===== config.mk =====
export PLATFORM = sky130hd
export DESIGN_NAME = pattern_scan_ctrl
export DESIGN_NICKNAME = d
export VERILOG_FILES = /design/src/rtl/pattern_scan_ctrl.sv
export SDC_FILE = /design/constraint.sdc
export NUM_CORES = 1
export LEC_CHECK = 0
export BUFFER_PORTS_ARGS = -buffer_cell sky130_fd_sc_hd__buf_2
export CELL_PAD_IN_SITES_DETAIL_PLACEMENT = 0
export CELL_PAD_IN_SITES_GLOBAL_PLACEMENT = 1
export CORE_AREA = 2 2 74 76
export CTS_CLUSTER_SIZE = 12
export DETAILED_ROUTE_END_ITERATION = 12
export DIE_AREA = 0 0 76 78
export GPL_TIMING_DRIVEN = 0
export PLACE_DENSITY = 0.88
export SLEW_MARGIN = 15
export SYNTH_ARGS = -nofsm -noshare
export SYNTH_HDL_FRONTEND = slang
export SYNTH_SLANG_ARGS = --single-unit

===== constraint.sdc =====
create_clock -name clk -period 5.7 [get_ports clk]
set_input_delay 1.14 -clock clk [delete_from_list [all_inputs] [get_ports clk]]
set_output_delay 1.14 -clock clk [all_outputs]
set_load 0.1 [all_outputs]

===== src/rtl/pattern_scan_ctrl.sv =====
// Serial pattern scanner: counts (overlapping) 5-bit pattern hits across a frame of 8-bit words.
// Latency: one LOAD cycle plus 8 SHIFT cycles per word; match_pulse/match_count trail detection by 1 cycle.
// Backpressure: in_ready only in LOAD; the FSM waits there indefinitely while in_valid is low.
//
// Ports:
//   clk, rst                 - clock, synchronous active-high reset
//   start, abort             - frame start (IDLE only), frame abort (any busy state)
//   cfg_pattern, frame_words - configuration latched on an accepted start
//   in_data/in_valid/in_ready- word input handshake
//   busy, done, match_pulse, match_count - status outputs
module pattern_scan_ctrl #(
  parameter int CNT_W = 8
) (
  input  logic             clk,
  input  logic             rst,
  input  logic             start,
  input  logic             abort,
  input  logic [4:0]       cfg_pattern,
  input  logic [7:0]       frame_words,
  input  logic [7:0]       in_data,
  input  logic             in_valid,
  output logic             in_ready,
  output logic             busy,
  output logic             match_pulse,
  output logic [CNT_W-1:0] match_count,
  output logic             done
);

  typedef enum logic [1:0] {IDLE, LOAD, SHIFT, DONE} state_t;

  state_t     state;
  state_t     state_nxt;

  logic [4:0] pattern_q;
  logic [4:0] hist;
  logic [2:0] fill;       // valid bits in hist, saturating at 5
  logic [2:0] bit_idx;
  logic [7:0] sreg;
  logic [7:0] remaining;  // words still to finish, including the one in flight

  logic       cur_bit;
  logic [4:0] hist_nxt;
  logic       match_det;
  logic       last_bit;

  // Four bits of history plus the incoming bit make a full 5-bit window.
  always_comb begin
    cur_bit   = sreg[bit_idx];
    hist_nxt  = {hist[3:0], cur_bit};
    last_bit  = (bit_idx == 3'd0);
    match_det = (state == SHIFT) && (fill >= 3'd4) && (hist_nxt == pattern_q);
  end

  always_ff @(posedge clk) begin
    if (rst) begin
      state <= IDLE;
    end else begin
      state <= state_nxt;
    end
  end

  always_comb begin
    state_nxt = state;
    in_ready  = 1'b0;
    busy      = (state != IDLE);
    done      = 1'b0;
    case (state)
      IDLE: begin
        if (start) begin
          state_nxt = (frame_words == 8'd0) ? DONE : LOAD;
        end
      end
      LOAD: begin
        in_ready = 1'b1;
        if (abort) begin
          state_nxt = IDLE;
        end else if (in_valid) begin
          state_nxt = SHIFT;
        end
      end
      SHIFT: begin
        if (abort) begin
          state_nxt = IDLE;
        end else if (last_bit) begin
          state_nxt = (remaining > 8'd1) ? LOAD : DONE;
        end
      end
      DONE: begin
        // An abort landing on the completion cycle suppresses the done pulse.
        done      = ~abort;
        state_nxt = IDLE;
      end
      default: begin
        state_nxt = IDLE;
      end
    endcase
  end

  always_ff @(posedge clk) begin
    if (rst) begin
      pattern_q   <= 5'd0;
      hist        <= 5'd0;
      fill        <= 3'd0;
      bit_idx     <= 3'd0;
      sreg        <= 8'd0;
      remaining   <= 8'd0;
      match_pulse <= 1'b0;
      match_count <= '0;
    end else begin
      // Detection in an abort cycle still registers; state only ever leaves SHIFT afterwards.
      match_pulse <= match_det;
      if (match_det && (match_count != '1)) begin
        match_count <= match_count + {{(CNT_W-1){1'b0}}, 1'b1};
      end
      case (state)
        IDLE: begin
          if (start) begin
            pattern_q   <= cfg_pattern;
            remaining   <= frame_words;
            match_count <= '0;
            hist        <= 5'd0;
            fill        <= 3'd0;
          end
        end
        LOAD: begin
          if (!abort && in_valid) begin
            sreg    <= in_data;
            bit_idx <= 3'd7;
          end
        end
        SHIFT: begin
          // History and fill deliberately carry across words so spanning matches count.
          hist    <= hist_nxt;
          bit_idx <= bit_idx - 3'd1;
          if (fill != 3'd5) begin
            fill <= fill + 3'd1;
          end
          if (last_bit) begin
            remaining <= remaining - 8'd1;
          end
        end
        default: begin
        end
      endcase
    end
  end

endmodule


==> results of run 1 <==
==> per-layer routing <==
layer  track usage, %  vias up  wire length [um]
met5                0        -                 0
met1            25.62      920              2596
met4            5.273        0                62
met2            29.55       49              2364
met3            3.837        7               233
li1                 -     1055                 -
==> state kept, by name (all words and copies together) (netlist names) <==
name / count
fill: 3
bit_idx: 3
sreg: 8
match_pulse: 1
match_count: 8
remaining: 8
hist: 4
state: 2
pattern_q: 5
==> power by group through the flow <==
| stage | Sequential [uW] | Combinational (uW) | Clock [uW] |
|---|---|---|---|
| after floorplan | 332 | 132 | 0 |
| after global routing | 333 | 195 | 251 |
| final | 331 | 174 | 231 |
| after detailed placement | 337 | 173 | 0 |
| after CTS | 330 | 174 | 237 |
| after global placement | 336 | 171 | 0 |
==> logic make-up (layout without fill, tap and decap cells) <==
| kind of cell | after synthesis | count (layout) | synth area share, % |
|---|---|---|---|
| flip-flops | 42 | 42 | 38.53 |
| adder cells (fa/ha/maj) | 7 | 7 | 4.014 |
| AND/OR/NAND/NOR | 121 | 121 | 25.86 |
| multiplexers | 8 | 8 | 5.734 |
| XOR/XNOR | 7 | 7 | 2.810 |
| buffers and inverters | 24 | 67 | 4.472 |
| AO/OA/AOI/OAI | 67 | 67 | 18.58 |
==> cell type report <==
type                       count  area [um2]
fill                         520        2486
multi-input combinational    210        1249
sequential                    42       840.8
timing repair buffer          35       175.2
tap                           70       87.58
clock buffer                   7       76.32
buffer                        14       60.06
inverter                      10       37.54
clock inverter                 1       30.03
==> metrics by stage <==
stage | util (%) | total power (uW)
finish | 50.69 | 735.3
floorplan | - | 464.0
global route | 50.69 | 779.7
detailed placement | 48.49 | 510.1
global placement | 48.49 | 506.7
CTS | 50.60 | 740.4
==> worst max-delay path by stage <==
| stage | startpoint | end | cells after the start |
|---|---|---|---|
| detailed placement | start | match_count[2] | 6 |
| global route | abort | done | 3 |
| floorplan | abort | done | 2 |
| global placement | start | match_count[2] | 6 |
| CTS | abort | done | 3 |
| finish | abort | done | 3 |
==> Yosys cell counts, types with 2 or more instances <==
| cell type | count |
|---|---|
| clkbuf_1 | 12 |
| a21o_1 | 2 |
| a22oi_1 | 5 |
| or3_1 | 4 |
| inv_1 | 10 |
| xnor2_1 | 2 |
| xor2_1 | 5 |
| nand2b_1 | 5 |
| and3_1 | 3 |
| or4_1 | 5 |
| a31oi_1 | 2 |
| nor2b_1 | 2 |
| o21ai_1 | 6 |
| nand2_1 | 46 |
| a211oi_1 | 5 |
| a221oi_1 | 2 |
| mux4_1 | 2 |
| o31ai_1 | 2 |
| mux2i_1 | 5 |
| dfxtp_1 | 42 |
| nor2_1 | 28 |
| ha_1 | 7 |
| nor3_1 | 8 |
| nor4_1 | 2 |
| nor3b_1 | 2 |
| nand3b_1 | 2 |
| o21ai_0 | 5 |
| a21oi_1 | 32 |
| nand3_1 | 10 |
==> cells in the final DEF (no fill, tap or decap), types with 3 or more instances in the layout <==
master / n
or3_1: 4
nand3_1: 10
clkbuf_8: 5
mux2i_1: 5
xor2_1: 5
nand2_1: 46
inv_1: 10
o21ai_1: 6
a21oi_1: 32
nand2b_1: 5
dfxtp_1: 42
o21ai_0: 5
and3_1: 3
nor2_1: 28
a22oi_1: 5
ha_1: 7
nor3_1: 8
a211oi_1: 5
buf_2: 35
clkbuf_1: 14
or4_1: 5
==> worst register-to-register path, stage by stage, from the launching register on <==
cell     delay [ns]
dfxtp_1        0.43
mux4_1         0.64
mux2i_4        0.24
xnor2_1        0.13
buf_6          0.15
or4_1          0.50
a21oi_1        0.14
==> metrics.txt, run 1 <==
outcome finished clean; initial core utilization between 40% and 50%; Worst setup EP type output port; DR vias 2031; min Tclk post-route between 3 and 4 ns; Largest stage delay, worst path approximately 0.43 ns; number of remaining DRC errors 0; ant diodes 0; Main synth FF type dfxtp_1; number of DRC markers in iteration 0 between 80 and 90; post-synthesis cell area around 2200 um2; synthesized instance count 276; CTS root buffer clkbuf_8; clk sink count 42; Slew @ Worst Pin around 1.0 ns; Synth area leader dfxtp_1; Hold Crit Start sreg[7]; Hold EP sreg[7]; antenna violations before repair 0; PostCTS Resize Cnt 0; Critical path buffers and inverters 2; CTS max path bufs 2; Worst-Skew Late Latency 0.29 ns; maximum operating frequency around 330 MHz; GRT overflow 0; vias in the first global route 1896; final hold violation count 0; Top-Level Pins 38; Syn. warnings 0; Die Wd roughly 76 um; Design Area, Final approximately 2600 um2; MaxCap Viol Count 0; Top delay family on crit path buffers and inverters; final hold slack 0.4570 ns; Die H about 80 um; core area just over 5000 um2; slowest cell on the critical path buf_2; CTS tree done; total track usage between 10% and 20%; Yosys top cell area share between 30% and 40%; clock-pin slew on the worst setup and hold paths ~0.07 ns; Cells after DPL 381; Placement Setup Slack about 2.6 ns; Clock power frac about a third; FF-to-FF setup slack 3.41 ns; Post-Syn Nets a little over 300; hold buffers post-CTS 0; Min-Delay Path Depth 2; Cell Rows 26; number of setup buffers added after CTS 0; P_int roughly 500 uW; peak supply drop ~0.14 mV; Final period util between 50% and 60%; setup_tns 0 ns; WL final about 5300 um; Yosys cell types 42; startpoint types primary input; DRT antenna net count 0; Worst R2R End match_count[4]; Post-synth EDFFs 0; worst flop-to-flop path startpoint bit_idx[0]; share of layout cells above drive strength 1 13.79%; synth top area cells dfxtp_1, nand2_1, a21oi_1, nor2_1, ha_1; RePlAce Congestion about 0.83; first-pass GRT wire length just under 9000 um; RSZ-0062 raised after global routing no; CTS Buf Count 5; First-pass DRT Iterations 4; Final Max Tran Viols 0; relative slew slack 30.32%; Area Growth Syn to Fin 17.14%; largest net degree at the start of global routing 13; sequential area share after synthesis just under 40%; CP Class primary input to output port; Pleak 0.001027 uW; P_sw between 200 and 250 uW; R2R depth 6; H-tree levels 2; ys async rst share 0%; sw frac 31.33%; final-stage net count 351; die area around 6000 um2; skew final between 0.006 and 0.007 ns; Yosys reg bits 42; Worst EP arrival 1.89 ns; Via-to-Cell Ratio ~5.2; Req. time, crit path 4.56 ns; sequential share of power approximately 45%; Final Non-Filler Cells 389; HPWL after DPL just under 4000 um; pwr/cell area 287.6 nW/um2; Avg Inst Size Synth about 7.9 um2; PortBufs 35; min-delay worst type register to register; setup ws final about 2.7 ns; WL per Instance 13.52 um; worst-path fanout max 8; Comb pwr share a little under a quarter; placed standard-cell area roughly 2400 um2; Final setup viols 0; worst path cell trace clkbuf_1 -> nor2_1 -> buf_2
(Power assumes the default switching activity.)
==> run 2, diff against run 1 <==
--- a/config.mk
+++ b/config.mk
@@ -8,12 +8,12 @@
 export BUFFER_PORTS_ARGS = -buffer_cell sky130_fd_sc_hd__buf_2
 export CELL_PAD_IN_SITES_DETAIL_PLACEMENT = 0
 export CELL_PAD_IN_SITES_GLOBAL_PLACEMENT = 1
-export CORE_AREA = 2 2 74 76
+export CORE_AREA = 2 2 76 78
 export CTS_CLUSTER_SIZE = 12
 export DETAILED_ROUTE_END_ITERATION = 12
-export DIE_AREA = 0 0 76 78
+export DIE_AREA = 0 0 78 80
 export GPL_TIMING_DRIVEN = 0
-export PLACE_DENSITY = 0.88
+export PLACE_DENSITY = 0.84
 export SLEW_MARGIN = 15
 export SYNTH_ARGS = -nofsm -noshare
 export SYNTH_HDL_FRONTEND = slang
==> constraint.sdc (replaced) <==
create_clock -name clk -period 2.85 [get_ports clk]
set_input_delay 0.57 -clock clk [delete_from_list [all_inputs] [get_ports clk]]
set_output_delay 0.57 -clock clk [all_outputs]
set_load 0.1 [all_outputs]
==> run 2 against run 1 <==
Effect of this change:
- register-to-register slack worse by 2.9 ns
- flip-flop and latch count unchanged
- count of clock-buffer cells in the layout down 1
- first-iteration DRC count up 13%
- largest cell class unchanged
- combinational power up 100%
- sequential share of layout area down 0.14 points
- clock power up 110%
- non-clock buffer count unchanged
- utilization down 3.2 points
==> metrics.txt, run 2 (synthesis gave the netlist of run 1 again) <==
Placement Setup Slack between 0.3 and 0.4 ns; startpoint types register; Worst-Skew Late Latency around 0.30 ns; CTS max path bufs 2; first-pass GRT wire length between 8000 and 9000 um; Die Wd between 70 and 80 um; number of setup buffers added after CTS 0; placed standard-cell area between 2000 and 2500 um2; Worst EP arrival around 2.5 ns; Pleak 0.001030 uW; Top-Level Pins 38; Multi-input gate area 1251 um2; Cell Rows 27; CTS root buffer clkbuf_8; setup ws final a little over 0.5 ns; final-stage net count between 300 and 400; Final period util slightly above 80%; CP Class register to register; share of layout cells above drive strength 1 14.47%; final core occ ~48%; initial core utilization 40.37%; ant diodes 0; R2R depth 6; vias in the first global route between 1500 and 2000; Via-to-Cell Ratio 5.297; DR vias 2066; pwr/cell area ~580 nW/um2; largest registers match_count: 8 flops, remaining: 8 flops, sreg: 8 flops; skew final around 0.0036 ns; Area Growth Syn to Fin 17.66%; register area around 840 um2; most frequent CP cell clkbuf_1; maximum operating frequency between 400 and 500 MHz; Final Non-Filler Cells 390; First-pass DRT Iterations 4; min Tclk post-route ~2.3 ns; number of remaining DRC errors 0; MaxCap Viol Count 0; clock-pin slew on the worst setup and hold paths 0.08 ns; min-delay worst type register to register; relative slew slack around a quarter; core area approximately 5400 um2; total track usage roughly 18%; RSZ-0062 raised after global routing no; clk sink count 42; Final Max Tran Viols 0; Largest stage delay, worst path 0.95 ns; PortBufs 35; commonest non-fill, non-tap cell in the layout nand2_1; number of DRC markers in iteration 0 93; GRT overflow 0; WL final 5249 um; PostCTS Resize Cnt 0; slowest cell on the critical path nor3b_1; DRT antenna net count 0; CTS Buf Count 5; filler instances ~570; Slew @ Worst Pin about 1.1 ns; Worst setup EP type register; Min-Delay Path Depth 2; WL per Instance between 10 and 15 um; setup_tns 0 ns; die area ~6200 um2; Final setup viols 0; largest net degree at the start of global routing 13; worst path cell trace clkbuf_1 -> nor3b_1 -> or2_0 -> clkbuf_1 -> nor2_1 -> a41o_1; Design Area, Final 2567 um2; peak supply drop 0.2924 mV; H-tree levels 2; final hold violation count 0; Req. time, crit path just over 3 ns; RePlAce Congestion about 0.84; Cells after DPL 383; HPWL after DPL between 3000 and 4000 um; Die H 80 um; worst-path fanout max 10; CTS tree done; outcome finished clean; hold buffers post-CTS 0; most frequent cells in the layout nand2_1, dfxtp_1, buf_2; antenna violations before repair 0
-- run 2: cell count changes in the layout (fill, tap and decap cells not counted), sizes merged --
cell	change
clkbuf	-1
-- run 2: worst paths after layout --
kind	endpoint	slack [ns]	startpoint
max	match_count[2]	0.51	state[1]
min	sreg[1]	0.45	sreg[1]
max reg2reg	match_count[2]	0.51	state[1]
min reg2reg	sreg[1]	0.45	sreg[1]
-- run 2: critical path, delay by kind of cell (launching register included) --
family / cells / cell delay [ns]
buf+inv: 2 / 0.48
simple gates: 3 / 1.21
compound gates: 1 / 0.23
flops: 1 / 0.31
-- run 2: per-layer routing --
layer,global-route usage (%),up-vias,share of wire [%]
met5,0,-,0
li1,-,1060,-
met1,23.57,951,48
met3,3.620,7,4.8
met4,4.737,0,0.90
met2,29.74,48,47
-- run 2: stage by stage --
step / power (uW) / hold WS (ns)
3_3_place_gp: 1015 / 0.4379
4_1_cts: 1507 / 0.4575
5_1_grt: 1578 / 0.4809
3_5_place_dp: 1020 / 0.4459
2_1_floorplan: 928.8 / 0.4315
6_report: 1501 / 0.4536
-- run 2: area by class of cell --
cell class / count / share of cell area [%]
inverters: 10 / 1.462
clock inverters: 1 / 1.170
clock buffers: 6 / 3.216
flip-flops and latches: 42 / 32.75
plain buffers: 14 / 2.339
repair buffers: 35 / 6.823
well taps: 72 / 3.509
multi-input cells: 210 / 48.73
-- run 2: where the power goes --
group          switching, uW  internal [uW]
logic                    224            124
clock network            213            281
registers               35.7            624
==> run 3, diff against run 2 <==
--- a/config.mk
+++ b/config.mk
@@ -8,12 +8,12 @@
 export BUFFER_PORTS_ARGS = -buffer_cell sky130_fd_sc_hd__buf_2
 export CELL_PAD_IN_SITES_DETAIL_PLACEMENT = 0
 export CELL_PAD_IN_SITES_GLOBAL_PLACEMENT = 1
-export CORE_AREA = 2 2 76 78
+export CORE_AREA = 2 2 80 82
 export CTS_CLUSTER_SIZE = 12
 export DETAILED_ROUTE_END_ITERATION = 12
-export DIE_AREA = 0 0 78 80
+export DIE_AREA = 0 0 82 84
 export GPL_TIMING_DRIVEN = 0
-export PLACE_DENSITY = 0.84
+export PLACE_DENSITY = 0.81
 export SLEW_MARGIN = 15
 export SYNTH_ARGS = -nofsm -noshare
 export SYNTH_HDL_FRONTEND = slang
==> constraint.sdc (replaced) <==
create_clock -name clk -period 1.9 [get_ports clk]
set_input_delay 0.38 -clock clk [delete_from_list [all_inputs] [get_ports clk]]
set_output_delay 0.38 -clock clk [all_outputs]
set_load 0.1 [all_outputs]
==> run 3 against run 2 <==
Effect of this change:
- the run now ends with setup timing left
- register-to-register slack lost 0.65 ns
- total power grew 53%
- setup slack lost 0.65 ns
- via count grew 0.15%
- utilization shrank 2.4 points
- final area grew 7.0%
- die area grew 10%
- sequential power grew 50%
- clock power grew 50%
- worst hold slack lost 0.14 ns
- non-clock buffer count grew 6
- count of clock-buffer cells in the layout grew 1
- critical path type unchanged
==> metrics.txt, run 3 (synthesis gave the netlist of run 1 again) <==
worst-path fanout max 7; relative slew slack 58.53%; hold buffers post-CTS 0; commonest non-fill, non-tap cell in the layout nand2_1; antenna violations before repair 0; ant diodes 0; Final Non-Filler Cells between 400 and 500; RSZ-0062 raised after global routing yes; Worst setup EP type register; final hold slack between 0.3 and 0.4 ns; sw frac 31.26%; min Tclk post-route between 2 and 2.5 ns; peak supply drop approximately 0.73 mV; P_int between 1500 and 2000 uW; WL final ~5400 um; CTS root buffer clkbuf_8; Worst-Skew Late Latency 0.29 ns; final hold violation count 0; sequential share of power a little over two fifths; H-tree levels 2; CTS Buf Count 5; Clock power frac ~32%; PortBufs 35; number of remaining DRC errors 0; startpoint types register; Die Wd slightly above 80 um; Cells after DPL just under 400; clk sink count 42; clock-pin slew on the worst setup and hold paths around 0.08 ns; Area Growth Syn to Fin 25.92%; skew final around 0.0042 ns; Top-Level Pins 38; Comb pwr share approximately a quarter; maximum operating frequency ~490 MHz; Via-to-Cell Ratio between 5 and 6; MaxCap Viol Count 0; most frequent cells in the layout nand2_1, buf_2, dfxtp_1; Final period util 107.2%; pwr/cell area between 800 and 900 nW/um2; Pleak around 0.0011 uW; Worst EP arrival between 2 and 2.5 ns; first-pass GRT wire length 8838 um; DRT antenna net count 0; Slew @ Worst Pin between 0.6 and 0.7 ns; initial core utilization between 30% and 40%; core area around 6100 um2; Final Max Tran Viols 0; largest registers match_count: 8 flops, remaining: 8 flops, sreg: 8 flops; final core occ a little under half; First-pass DRT Iterations 4; vias in the first global route 1946; CTS tree done; largest net degree at the start of global routing 14; total track usage between 10% and 20%; setup ws final -0.1373 ns; HPWL after DPL a little under 4000 um; number of DRC markers in iteration 0 slightly below 70; RePlAce Congestion 0.7784; die area between 6000 and 7000 um2; WL per Instance between 10 and 15 um; DR vias 2069; Req. time, crit path between 2 and 2.5 ns; CP Class register to register; share of layout cells above drive strength 1 25.23%; Final setup viols 5; Die H 84 um; failing checks setup timing; CTS max path bufs 2; filler instances 627; min-delay worst type primary input to register; P_sw 719.1 uW; final-stage net count 357; Cell Rows 29; outcome complete, but fails checks; GRT overflow 0
## run 3: cell count changes in the layout (fill, tap and decap cells not counted), moves of 3 or more
cell,before,now
a21oi_1,32,28
a21oi_2,0,4
clkbuf_1,12,8
dfxtp_4,0,3
clkbuf_2,0,3
dfxtp_1,42,33
dfxtp_2,0,6
buf_4,0,6
## run 3: final timing paths
kind	startpoint	slack, ns	endpoint	depth (start not counted)
setup / recovery	bit_idx[0]	-0.14	match_count[4]	6
hold / removal	in_data[1]	0.31	sreg[1]	3
setup reg to reg	bit_idx[0]	-0.14	match_count[4]	6
hold reg to reg	sreg[6]	0.46	sreg[6]	2
## run 3: worst max-delay path, cell delays in order, from the launching register on
cell	delay (ns)
dfxtp_4	0.38
mux4_2	0.53
mux2i_4	0.22
xnor2_2	0.10
buf_6	0.14
or4_4	0.47
a21oi_2	0.12
## run 3: per-layer routing
layer / wire, um / part of all wire, % / vias to the layer above / track usage (%)
met2: 2693 / 49 / 38 / 27.86
met3: 256 / 4.7 / 4 / 3.355
met5: 0 / 0 / - / 0
met4: 29 / 0.53 / 0 / 3.636
li1: - / - / 1064 / -
met1: 2465 / 45 / 963 / 20.66
## run 3: what timing repair did
item,CTS,global route
buffers inserted,5,1
gates resized for setup,12,16
setup endpoints to repair,20,19
pin swaps,6,3
## run 3: cell type report
type | count | area (um2) | share of cell area [%]
Tap cell | 77 | 96.34 | 3.506
Timing Repair Buffer | 41 | 232.7 | 8.470
Multi-Input combinational cell | 210 | 1339 | 48.72
Clock buffer | 7 | 86.33 | 3.142
Clock inverter | 1 | 30.03 | 1.093
Inverter | 10 | 37.54 | 1.366
Buffer | 14 | 66.31 | 2.413
Sequential cell | 42 | 859.6 | 31.28
## run 3: power groups by stage
stage	registers (uW)	clock network [uW]	logic (uW)
3_5_place_dp	1010	0	526
5_1_grt	999	779	632
4_1_cts	989	749	551
3_3_place_gp	1010	0	520
2_1_floorplan	997	0	403
6_report	991	740	569
## run 3: per-stage QoR
stage	area [um2]	TNS, ns	total power [uW]	setup WS, ns
finish	2748	-0.4781	2300	-0.1373
CTS	2688	-0.3557	2289	-0.1411
detailed placement	2492	-2.982	1535	-0.4743
global route	2748	-1.142	2410	-0.2115
global placement	2492	-3.114	1529	-0.5082
floorplan	2221	-0.05137	1400	-0.05137
